`src/rtl/ififo_skew_pkg.sv`:
```
// Shared constants and helpers for the skewed input-activation FIFO bank.
package ififo_skew_pkg;

  localparam int DEF_COL   = 8;
  localparam int DEF_BW    = 4;
  localparam int DEF_DEPTH = 64;

  // Occupancy counter width: must hold the value DEPTH itself.
  function automatic int cnt_w(input int depth);
    return $clog2(depth) + 1;
  endfunction

  // Low bit index of a lane inside a packed multi-lane bus.
  function automatic int lane_lo(input int lane, input int bw);
    return lane * bw;
  endfunction

endpackage

```
`src/rtl/ififo_lane.sv`:
```
// Single-lane circular buffer: parallel write, pop strobe, occupancy and
// a registered read port that holds its value between pops.
module ififo_lane
  import ififo_skew_pkg::*;
#(
  parameter int BW    = DEF_BW,
  parameter int DEPTH = DEF_DEPTH
) (
  input  logic                     clk,
  input  logic                     reset,
  input  logic                     i_wr,
  input  logic                     i_pop,
  input  logic [BW-1:0]            i_data,
  output logic [BW-1:0]            o_data,
  output logic                     o_valid,
  output logic [cnt_w(DEPTH)-1:0]  o_count
);

  localparam int AW = $clog2(DEPTH);
  localparam int CW = cnt_w(DEPTH);

  logic [BW-1:0] r_mem [DEPTH];
  logic [AW-1:0] r_wr_ptr;
  logic [AW-1:0] r_rd_ptr;
  logic [CW-1:0] r_count;
  logic [BW-1:0] r_data;
  logic          r_valid;

  // Storage write; contents survive reset, only the pointers are cleared.
  always_ff @(posedge clk) begin
    if (reset && i_wr) begin
      r_mem[r_wr_ptr] <= i_data;
    end
  end

  // Pointers wrap naturally because DEPTH is a power of two.
  always_ff @(posedge clk) begin
    if (!reset) begin
      r_wr_ptr <= '0;
      r_rd_ptr <= '0;
    end else begin
      if (i_wr) begin
        r_wr_ptr <= r_wr_ptr + 1'b1;
      end
      if (i_pop) begin
        r_rd_ptr <= r_rd_ptr + 1'b1;
      end
    end
  end

  // Occupancy: a write and a pop in the same cycle cancel out.
  always_ff @(posedge clk) begin
    if (!reset) begin
      r_count <= '0;
    end else if (i_wr && !i_pop) begin
      r_count <= r_count + 1'b1;
    end else if (!i_wr && i_pop) begin
      r_count <= r_count - 1'b1;
    end
  end

  // Registered read port with a one-cycle valid strobe per pop.
  always_ff @(posedge clk) begin
    if (!reset) begin
      r_data  <= '0;
      r_valid <= 1'b0;
    end else begin
      r_valid <= i_pop;
      if (i_pop) begin
        r_data <= r_mem[r_rd_ptr];
      end
    end
  end

  assign o_data  = r_data;
  assign o_valid = r_valid;
  assign o_count = r_count;

endmodule

```
`src/rtl/ififo_skew.sv`:
```
// Input-activation FIFO bank for the west edge of the systolic array.
// All lanes are written together; reads launch a wavefront that pops lane i
// i cycles after lane 0 (SKEW=1) or all lanes at once (SKEW=0).
module ififo_skew
  import ififo_skew_pkg::*;
#(
  parameter int COL   = DEF_COL,
  parameter int BW    = DEF_BW,
  parameter int DEPTH = DEF_DEPTH,
  parameter int SKEW  = 1
) (
  input  logic                     clk,
  input  logic                     reset,
  input  logic [COL*BW-1:0]        in,
  input  logic                     wr,
  input  logic                     rd,
  output logic [COL*BW-1:0]        out,
  output logic [COL-1:0]           o_valid,
  output logic                     o_full,
  output logic                     o_ready,
  output logic                     o_empty,
  output logic [cnt_w(DEPTH)-1:0]  o_count,
  output logic                     o_ovf,
  output logic                     o_unf
);

  localparam int CW = cnt_w(DEPTH);

  logic [CW-1:0]  w_cnt [COL];
  logic [COL-1:0] w_lane_full;
  logic [COL-1:0] w_pop;
  logic           w_wr_acc;
  logic           w_rd_acc;
  logic           r_ovf;
  logic           r_unf;

  // Lane 0 pops first and every lane sees every write, so lane 0 always has
  // the lowest occupancy: its emptiness alone gates read acceptance.
  assign o_full   = |w_lane_full;
  assign o_ready  = ~o_full;
  assign o_empty  = (w_cnt[0] == '0);
  assign o_count  = w_cnt[0];
  assign w_wr_acc = wr & ~o_full;
  assign w_rd_acc = rd & ~o_empty;

  for (genvar gi = 0; gi < COL; gi++) begin : g_lane
    ififo_lane #(
      .BW    (BW),
      .DEPTH (DEPTH)
    ) u_lane (
      .clk     (clk),
      .reset   (reset),
      .i_wr    (w_wr_acc),
      .i_pop   (w_pop[gi]),
      .i_data  (in[lane_lo(gi, BW) +: BW]),
      .o_data  (out[lane_lo(gi, BW) +: BW]),
      .o_valid (o_valid[gi]),
      .o_count (w_cnt[gi])
    );
    assign w_lane_full[gi] = (w_cnt[gi] == CW'(DEPTH));
  end

  // Launch chain: each later lane pops one cycle after its neighbour.
  assign w_pop[0] = w_rd_acc;
  for (genvar gi = 1; gi < COL; gi++) begin : g_launch
    if (SKEW != 0) begin : g_skew
      logic r_stage;
      // One launch stage per lane; reset drops any wavefront in flight.
      always_ff @(posedge clk) begin
        if (!reset) begin
          r_stage <= 1'b0;
        end else begin
          r_stage <= w_pop[gi-1];
        end
      end
      assign w_pop[gi] = r_stage;
    end else begin : g_align
      assign w_pop[gi] = w_rd_acc;
    end
  end

  // Sticky error flags, set on the edge of the rejected request.
  always_ff @(posedge clk) begin
    if (!reset) begin
      r_ovf <= 1'b0;
      r_unf <= 1'b0;
    end else begin
      if (wr && o_full) begin
        r_ovf <= 1'b1;
      end
      if (rd && o_empty) begin
        r_unf <= 1'b1;
      end
    end
  end

  assign o_ovf = r_ovf;
  assign o_unf = r_unf;

endmodule

```
`config.mk`:
```
export PLATFORM = sky130hd
export DESIGN_NAME = ififo_skew
export DESIGN_NICKNAME = d
export VERILOG_FILES = /design/src/rtl/ififo_skew_pkg.sv /design/src/rtl/ififo_lane.sv /design/src/rtl/ififo_skew.sv
export SDC_FILE = /design/constraint.sdc
export NUM_CORES = 2
export LEC_CHECK = 0
export ABC_AREA = 1
export ABC_CLOCK_PERIOD_IN_PS = 2800
export CAP_MARGIN = 5
export CORE_MARGIN = 4
export CORE_UTILIZATION = 40
export CTS_CLUSTER_SIZE = 25
export DETAILED_ROUTE_END_ITERATION = 12
export MAX_ROUTING_LAYER = met4
export PLACE_DENSITY = 0.58
export SETUP_SLACK_MARGIN = 0.2
export SLEW_MARGIN = 15
export SYNTH_ARGS = -nofsm -noshare
export SYNTH_HDL_FRONTEND = slang
export SYNTH_SLANG_ARGS = --single-unit
export TNS_END_PERCENT = 20
```
`constraint.sdc`:
```
create_clock -name clk -period 2.8 [get_ports clk]
set_input_delay 0.28 -clock clk [delete_from_list [all_inputs] [get_ports clk]]
set_output_delay 0.28 -clock clk [all_outputs]
set_load 0.02 [all_outputs]
```
# Word-level counts from Yosys, hierarchy flattened
# Memory sizes are Yosys's and may differ from the RTL's. A register that Yosys moved wholly into a read port is not among the register bits.
# Index checks and enable logic that the tools add are counted.
[totals] memories=8 out_inout_bits=52 register_bits=162 in_bits=36 ram_bits=2048 elab_cells=150
[classes] bitwise=4 reduce_logical=46 n_eq_ne=8 n_mux=18 add_sub_neg=32
[memory_table] memory="g_lane[0].u_lane.r_mem" depth=64 word_bits=4 read_ports=1 rd_clocked_by_memory_dff=1 write_ports=1 line_no="ififo_lane.sv:22" source="logic [BW-1:0] r_mem [DEPTH];"
[memory_table] memory="g_lane[1].u_lane.r_mem" depth=64 word_bits=4 read_ports=1 rd_clocked_by_memory_dff=1 write_ports=1 line_no="ififo_lane.sv:22"
[memory_table] memory="g_lane[2].u_lane.r_mem" depth=64 word_bits=4 read_ports=1 rd_clocked_by_memory_dff=1 write_ports=1 line_no="ififo_lane.sv:22"
[memory_table] memory="g_lane[3].u_lane.r_mem" depth=64 word_bits=4 read_ports=1 rd_clocked_by_memory_dff=1 write_ports=1 line_no="ififo_lane.sv:22"
[memory_table] memory="g_lane[4].u_lane.r_mem" depth=64 word_bits=4 read_ports=1 rd_clocked_by_memory_dff=1 write_ports=1 line_no="ififo_lane.sv:22"
[memory_table] memory="g_lane[5].u_lane.r_mem" depth=64 word_bits=4 read_ports=1 rd_clocked_by_memory_dff=1 write_ports=1 line_no="ififo_lane.sv:22"
[memory_table] memory="+2 memories"
[ops] op="2-to-1 mux 7 bit" count=16
[ops] op="adder 6 x 1 -> 6 bit, second input constant" count=16
[ops] op="adder 7 x 1 -> 7 bit, second input constant" count=8
[ops] op="== test 7 bit, second input constant" count=8
[ops] op="subtractor 7 x 1 -> 7 bit, second input constant" count=8
[ops] op="logical AND 1 bit" count=19
[ops] op="logical NOT 1 bit" count=17
[ops] op="nonzero test 2 bit" count=8
[ops] op="OR reduction 8 bit" count=1
[ops] op="logical NOT 7 bit" count=1
[ops] op="bitwise AND 1 bit" count=2
[ops] op="2-to-1 mux 1 bit" count=2
[ops] op="NOT 1 bit" count=2

# Logic depth before layout (Yosys ltp)
[depth] depth_word=8 depth_mapped=22 mapped_depth_nobuf=21

# Cells and area by module
# Synthesis repeated with hierarchy kept, for this count alone.
[unflattened] hier_cells=9766 area_unflattened_um2=97837.6
[modules_own_cells] mod="ififo_lane (g_lane[1].u_lane ...)" seq_area_each_um2=8167.8 area_per_inst_um2=12150.4 cells_per_inst=1206 instances=7
[modules_own_cells] mod="ififo_lane (g_lane[0].u_lane)" seq_area_each_um2=8167.8 area_per_inst_um2=12156.7 cells_per_inst=1205 instances=1
[modules_own_cells] mod="ififo_skew" seq_area_each_um2=180.2 area_per_inst_um2=628.1 cells_per_inst=119 instances=1

# Worst setup path before layout
# OpenSTA, ideal clock, no wires.
[synth_timing] path_kind="reg2reg" from="reg g_lane[0].u_lane.r_count[1]" to="reg g_lane[6].u_lane.r_count[5]" path_buffers=1 t_arrival_ns=2.893 path_slack_ns=-0.202 setup_ns=0.109 path_stages_with_launch=22 required_time_ns=2.691 synth_period_minus_slack_ns=3.002 cell_sequence="dfxtp_1 -> inv_1 -> nand2_1 -> nor3_1 -> nand2_1 -> o21ai_1 -> nor2_4 -> nand2_4 -> nor2_8 -> buf_2 -> ha_1 -> inv_1 -> ha_1 -> a21oi_1 -> nand2_1 -> a21o_1 -> nand2_1 -> nand2_1 -> a21oi_1 -> o21ai_0 -> nand2_1 -> inv_1"
[synth_between] elab_chain_len=7 elab_cells_between_ends=9 cone_classes="1 x eq/ne; 1 x mux; 2 x bitwise; 5 x reduce/logical"
[synth_lines] element="from (decl)" line_no="ififo_lane.sv:25" source="logic [CW-1:0] r_count;"
[synth_lines] element="from (signal assigned)" line_no="ififo_lane.sv:56" source="r_count <= r_count + 1'b1;"
[synth_lines] element="from (signal assigned)" line_no="ififo_lane.sv:58" source="r_count <= r_count - 1'b1;"
[synth_lines] element="== test 7 bit (*)" line_no="ififo_skew.sv:60" source="assign w_lane_full[gi] = (w_cnt[gi] == CW'(DEPTH));"
[synth_lines] element="OR reduction 8 bit (*)" line_no="ififo_skew.sv:39" source="assign o_full = |w_lane_full;"
[synth_lines] element="net o_full" line_no="ififo_skew.sv:19" source="output logic o_full,"
[synth_lines] element="NOT 1 bit (*)" line_no="ififo_skew.sv:43" source="assign w_wr_acc = wr & ~o_full;"
[synth_lines] element="bitwise AND 1 bit (*)" line_no="ififo_skew.sv:43"
[synth_lines] element="net g_lane[0].u_lane.i_wr" line_no="ififo_lane.sv:11" source="input logic i_wr,"
[synth_lines] element="logical NOT 1 bit" line_no="ififo_lane.sv:57" source="end else if (!i_wr && i_pop) begin"
[synth_lines] element="logical AND 1 bit" line_no="ififo_lane.sv:57"
[synth_lines] element="nonzero test 2 bit (no line)"
[synth_lines] element="to (signal assigned)" line_no="ififo_lane.sv:56"
[synth_lines] element="to (signal assigned)" line_no="ififo_lane.sv:58"
[synth_lines] element="to (decl)" line_no="ififo_lane.sv:25"
# The timed path passes the listed nets; every way through them passes the cells marked *.
# A chain may end at the register's enable or synchronous reset.

# Worst setup path after layout
[layout_timing] from="reg g_lane[0].u_lane.r_count[1]" to="reg g_lane[5].u_lane.r_count[6]"
[layout_between] elab_chain_len=7 elab_cells_between_ends=9 cone_classes="1 x eq/ne; 1 x mux; 2 x bitwise; 5 x reduce/logical"
[layout_lines] element="== test 7 bit (*)" line_no="ififo_skew.sv:60"
[layout_lines] element="OR reduction 8 bit (*)" line_no="ififo_skew.sv:39"
[layout_lines] element="NOT 1 bit (*)" line_no="ififo_skew.sv:43"
[layout_lines] element="bitwise AND 1 bit (*)" line_no="ififo_skew.sv:43"
[layout_lines] element="logical NOT 1 bit" line_no="ififo_lane.sv:57"
[layout_lines] element="logical AND 1 bit" line_no="ififo_lane.sv:57"
[layout_lines] element="nonzero test 2 bit (no line)"
[layout_lines] element="to (signal assigned)" line_no="ififo_lane.sv:56"
[layout_lines] element="to (signal assigned)" line_no="ififo_lane.sv:58"
[layout_lines] element="to (decl)" line_no="ififo_lane.sv:25"
# Every way passes the cells marked *; elsewhere a longest branch is shown, timed or not.

==> impl.org <==
** Timing
- At the pin with the least slew margin, the transition time is ~0.96 ns.
- Smallest hold slack :: 0.0533 ns
- Dividing the final minimum period by the clock period gives 1.00.
- Final setup fails :: 0
- Based on the critical path, the design can be clocked at up to between 300 and 400 MHz.
- Number of hold violations in the final report :: 0
- Slew Viols, Final :: 0
- Clock skew :: 0.0590 ns
- After layout, the worst setup slack is 0.00103 ns.
- In this run the tightest slew margin relative to its limit is 0.358.
- Minimum clock period after layout :: between 2 and 3 ns
- Setup repair after global routing missed its margin :: true

** Drt
- WL met1 :: about 110000 um
- Routed wire per std cell :: about 19 um
- Routed wl met2 :: about 120000 um
- For this run, design rule violations remaining after detail routing come to 0.
- WL final :: between 200000 and 250000 um
- Total via count after detailed routing :: 66500
- For this run, the detailed router's first-pass iteration total came to 6.
- Once detail routing completed, the nets flagged for antenna violations numbered 0.
- In this run, the number of DRC markers left after iteration 0 of detailed routing was ~5400.
- In the routed layout, each cell is associated on average with a via count of a little over 5.
- Met3 wirelength from detailed routing :: about 14000 um
- The highest layer touched by signal routing is met4.

** Global route
- Remaining global-route overflow :: 0
- Number of antenna violations at the first check in global routing :: 6
- The number of global-route vias before repair came to 65700.
- In the global route stage, overall resource usage came out at 0.199.
- Entering global routing, the biggest net connects 139 pins.
- Wire length of the first global-routing pass :: around 370000 um

** Setup path
- Largest fanout of any net on the critical path :: 6
- Delay of the slowest cell on the worst path :: roughly 0.37 ns
- Combined buffer and inverter count along the critical path :: 5
- Data on the critical path arrives at its endpoint at around 3.6 ns.
- STA classifies the critical path startpoint as a flop.
- STA puts the critical path data required time at about 3.6 ns.
- The largest individual stage delay along the critical path comes from the cell sky130_fd_sc_hd__fa_2.
- The worst setup path is of the reg -> reg kind.
- On the critical path the largest part of the delay comes from simple AND/OR/NAND/NOR gates.
- Worst setup EP type :: flop
- The critical path goes through inv_2 > nand2_2 > nor3_4 > nand2_2 > buf_12 > o21ai_4 > nor2_4 > nand2_4 > nor2_8 > buf_12 > buf_12 > ha_4 > inv_6 > fa_2 > nand3_2 > nand3_2 > nand2_2 > a21oi_2 > nor2_1 > nand2_1 > nand2_1 > nand2_1 > a21oi_2.

** Yosys
- For this run, the leading register cell type out of synthesis is sky130_fd_sc_hd__edfxtp_1.
- Ranked by total cell area, the synthesized netlist is headed by sky130_fd_sc_hd__edfxtp_1, sky130_fd_sc_hd__nand2_1, sky130_fd_sc_hd__nand3_1, sky130_fd_sc_hd__nor2_1, sky130_fd_sc_hd__dfxtp_1.
- For this run, asynchronously set or reset flops after synthesis account for 0.
- Sequential cell area fraction in the yosys report :: 0.685
- Synth warnings :: 0
- Post-Syn Instances :: 9136
- Counting flops with a built-in enable in the synthesized netlist gives between 2000 and 2500.
- Of the post-synthesis cell area, the dominant cell type holds 0.645.
- Number of distinct library cells after synthesis :: 38
- Summing every instance area after synthesis gives between 90000 and 100000 um2.
- Area leader, netlist :: sky130_fd_sc_hd__edfxtp_1
- Mean Syn Cell Area :: between 10 and 15 um2
- Mapped Nets :: 9248
- Number of synthesized register bits :: about 2200

** Clocking
- Buffer depth of the longest clock path :: 3
- Post-CTS clock slew at the launch and capture registers of the worst setup and hold paths :: 0.06 ns
- The number of clock buffers added by TritonCTS is roughly 230.
- The tree is rooted in a sky130_fd_sc_hd__clkbuf_16.
- Clock sink total :: around 2200
- Clock insertion delay at the later pin of the skew report :: around 0.87 ns
- CTS H-tree lvls :: 4
- CTS tree :: built

** Pwr
- Across the VDD grid, the largest voltage drop is ~670 uV.
- Summed over all cells, the static leakage comes to roughly 0.042 uW.
- In this run the power density over the cells is 723 nW/um2.

** Place
- OpenSTA, run right after detailed placement, puts the worst setup slack at -0.207 ns.
- Sum of net half-perimeters after detailed placement :: approximately 150000 um
- During placement, the flow inserted port buffers numbering 87.
- The placed instances occupy a cell area of about 100000 um2.
- Number of cells in the design after placement :: around 13000
- Routability congestion estimate from global placement :: 0.842

** Die
- FP Rows :: 179
- Chip Height :: between 400 and 500 um
- Pin placement for this block handled 88 I/O pins.
- The initial utilization of the core area, before any placement, comes to 0.401.
- The die covers 246000 um2.
- Die width :: just under 500 um
- The floorplan step defined a core boundary enclosing between 200000 and 250000 um2.

** Finish
- In the final layout, the share of cells above drive strength 1 is 0.139.
- Growth of design area from synthesis to finish :: 18.5%
- The finished layout holds 13100 standard cells, fillers aside.
- The finished cells cover 113000 um2.
- The final layout contains roughly 10000 nets.

** Run status
- The flow ran to the end, and the final reports show no timing, DRC or antenna violations.

** Worst hold path
- HP Class :: in -> reg

** Flow run
- Max-cap violations :: 0
[placed cells by master, fill, tap and decap left out, types with 51 or more instances in the layout]
master                      count
sky130_fd_sc_hd__nor2_1      1129
sky130_fd_sc_hd__o21ai_0      264
sky130_fd_sc_hd__a21oi_1      314
sky130_fd_sc_hd__clkinv_1      51
sky130_fd_sc_hd__clkbuf_1      81
sky130_fd_sc_hd__nand3_1     1049
sky130_fd_sc_hd__buf_12        58
sky130_fd_sc_hd__buf_4        585
sky130_fd_sc_hd__clkbuf_16    229
sky130_fd_sc_hd__nor2_4        54
sky130_fd_sc_hd__buf_6         63
sky130_fd_sc_hd__xor2_1        57
sky130_fd_sc_hd__inv_1        266
sky130_fd_sc_hd__dfxtp_1      175
sky130_fd_sc_hd__nor2_2        55
sky130_fd_sc_hd__edfxtp_1    2048
sky130_fd_sc_hd__nand2_1     2864
[metal layers]
metal  track usage  up-vias
li1              -    32100
met5             -        -
met1         0.261    32100
met3        0.0262      401
met2         0.324     1853
met4        0.0580        0
[state kept, by name, summed over array words and instances, names as in the netlist]
register,cells
g_lane.u_lane.o_count,56
o_ovf,1
g_lane.u_lane.r_wr_ptr,48
g_lane.u_lane.o_data,32
g_lane.u_lane.r_rd_ptr,48
g_lane.u_lane.o_valid,8
o_unf,1
g_lane.u_lane.r_mem,2048
[repair_timing]
| item | CTS | global route |
|---|---|---|
| setup buffers | 12 | 10 |
| hold buffers | 11 | 0 |
| hold endpoints to repair | 371 | 0 |
| pin swaps | 32 | 55 |
| endpoints found under the setup margin | 504 | 856 |
| resized for setup | 84 | 313 |
| gates cloned | 0 | 0 |
[cells in the mapped netlist (20+ instances only)]
library cell / number
sky130_fd_sc_hd__a21oi_1: 339
sky130_fd_sc_hd__buf_1: 66
sky130_fd_sc_hd__buf_2: 188
sky130_fd_sc_hd__buf_4: 20
sky130_fd_sc_hd__clkbuf_1: 199
sky130_fd_sc_hd__dfxtp_1: 194
sky130_fd_sc_hd__edfxtp_1: 2048
sky130_fd_sc_hd__ha_1: 68
sky130_fd_sc_hd__inv_1: 287
sky130_fd_sc_hd__nand2_1: 2888
sky130_fd_sc_hd__nand3_1: 1067
sky130_fd_sc_hd__nand4_1: 30
sky130_fd_sc_hd__nor2_1: 1232
sky130_fd_sc_hd__nor3_1: 43
sky130_fd_sc_hd__o21ai_0: 289
sky130_fd_sc_hd__xor2_1: 58
[through the flow]
stage                     power, uW  TNS [ns]   util
after floorplan               45700         0      -
after global placement        50900     -1.54  0.438
after detailed placement      51200     -3.02  0.438
after CTS                     81600         0  0.471
after global routing          85400    -0.878  0.476
final                         81700         0  0.476
[logic make-up (layout without fill, tap and decap cells)]
logic type | after synthesis | in the layout | synth area share
buf+inv | 792 | 1556 | 0.0347
fa+ha+maj | 76 | 76 | 0.0106
other cells | 0 | 2 | 0
compound gates | 647 | 647 | 0.0343
simple gates | 5312 | 5312 | 0.229
flops | 2242 | 2242 | 0.685
xor+xnor | 67 | 67 | 0.00615
[layout make-up]
cell class	count	area, um2
inverter	316	1250
tap	3167	3960
fill	21600	125000
antenna	2	5.00
clock inverter	112	1140
timing repair buffer	808	7190
multi-input combinational	6102	27900
sequential	2242	65400
clock buffer	320	6170
[worst paths after layout]
path	start	slack, ns	cells after the start	end
setup reg to reg	g_lane[0].u_lane.o_count[1]$_SDFFE_PN0P_	0.001	23	g_lane[5].u_lane.o_count[6]$_SDFFE_PN0P_
hold reg to reg	g_lane[0].u_lane.o_count[1]$_SDFFE_PN0P_	0.48	2	g_lane[0].u_lane.o_count[1]$_SDFFE_PN0P_
hold / removal	in[19]	0.05	1	g_lane[4].u_lane.r_mem[61][3]$_DFFE_PP_
setup / recovery	g_lane[0].u_lane.o_count[1]$_SDFFE_PN0P_	0.001	23	g_lane[5].u_lane.o_count[6]$_SDFFE_PN0P_
[power by group]
| group | total, uW | internal (uW) | switching [uW] |
|---|---|---|---|
| Clock | 29700 | 17000 | 12700 |
| Combinational | 14300 | 5800 | 8450 |
| Sequential | 37800 | 37200 | 553 |
| Total | 81700 | 60000 | 21700 |
No activity file was read; power rests on OpenSTA's default activity.
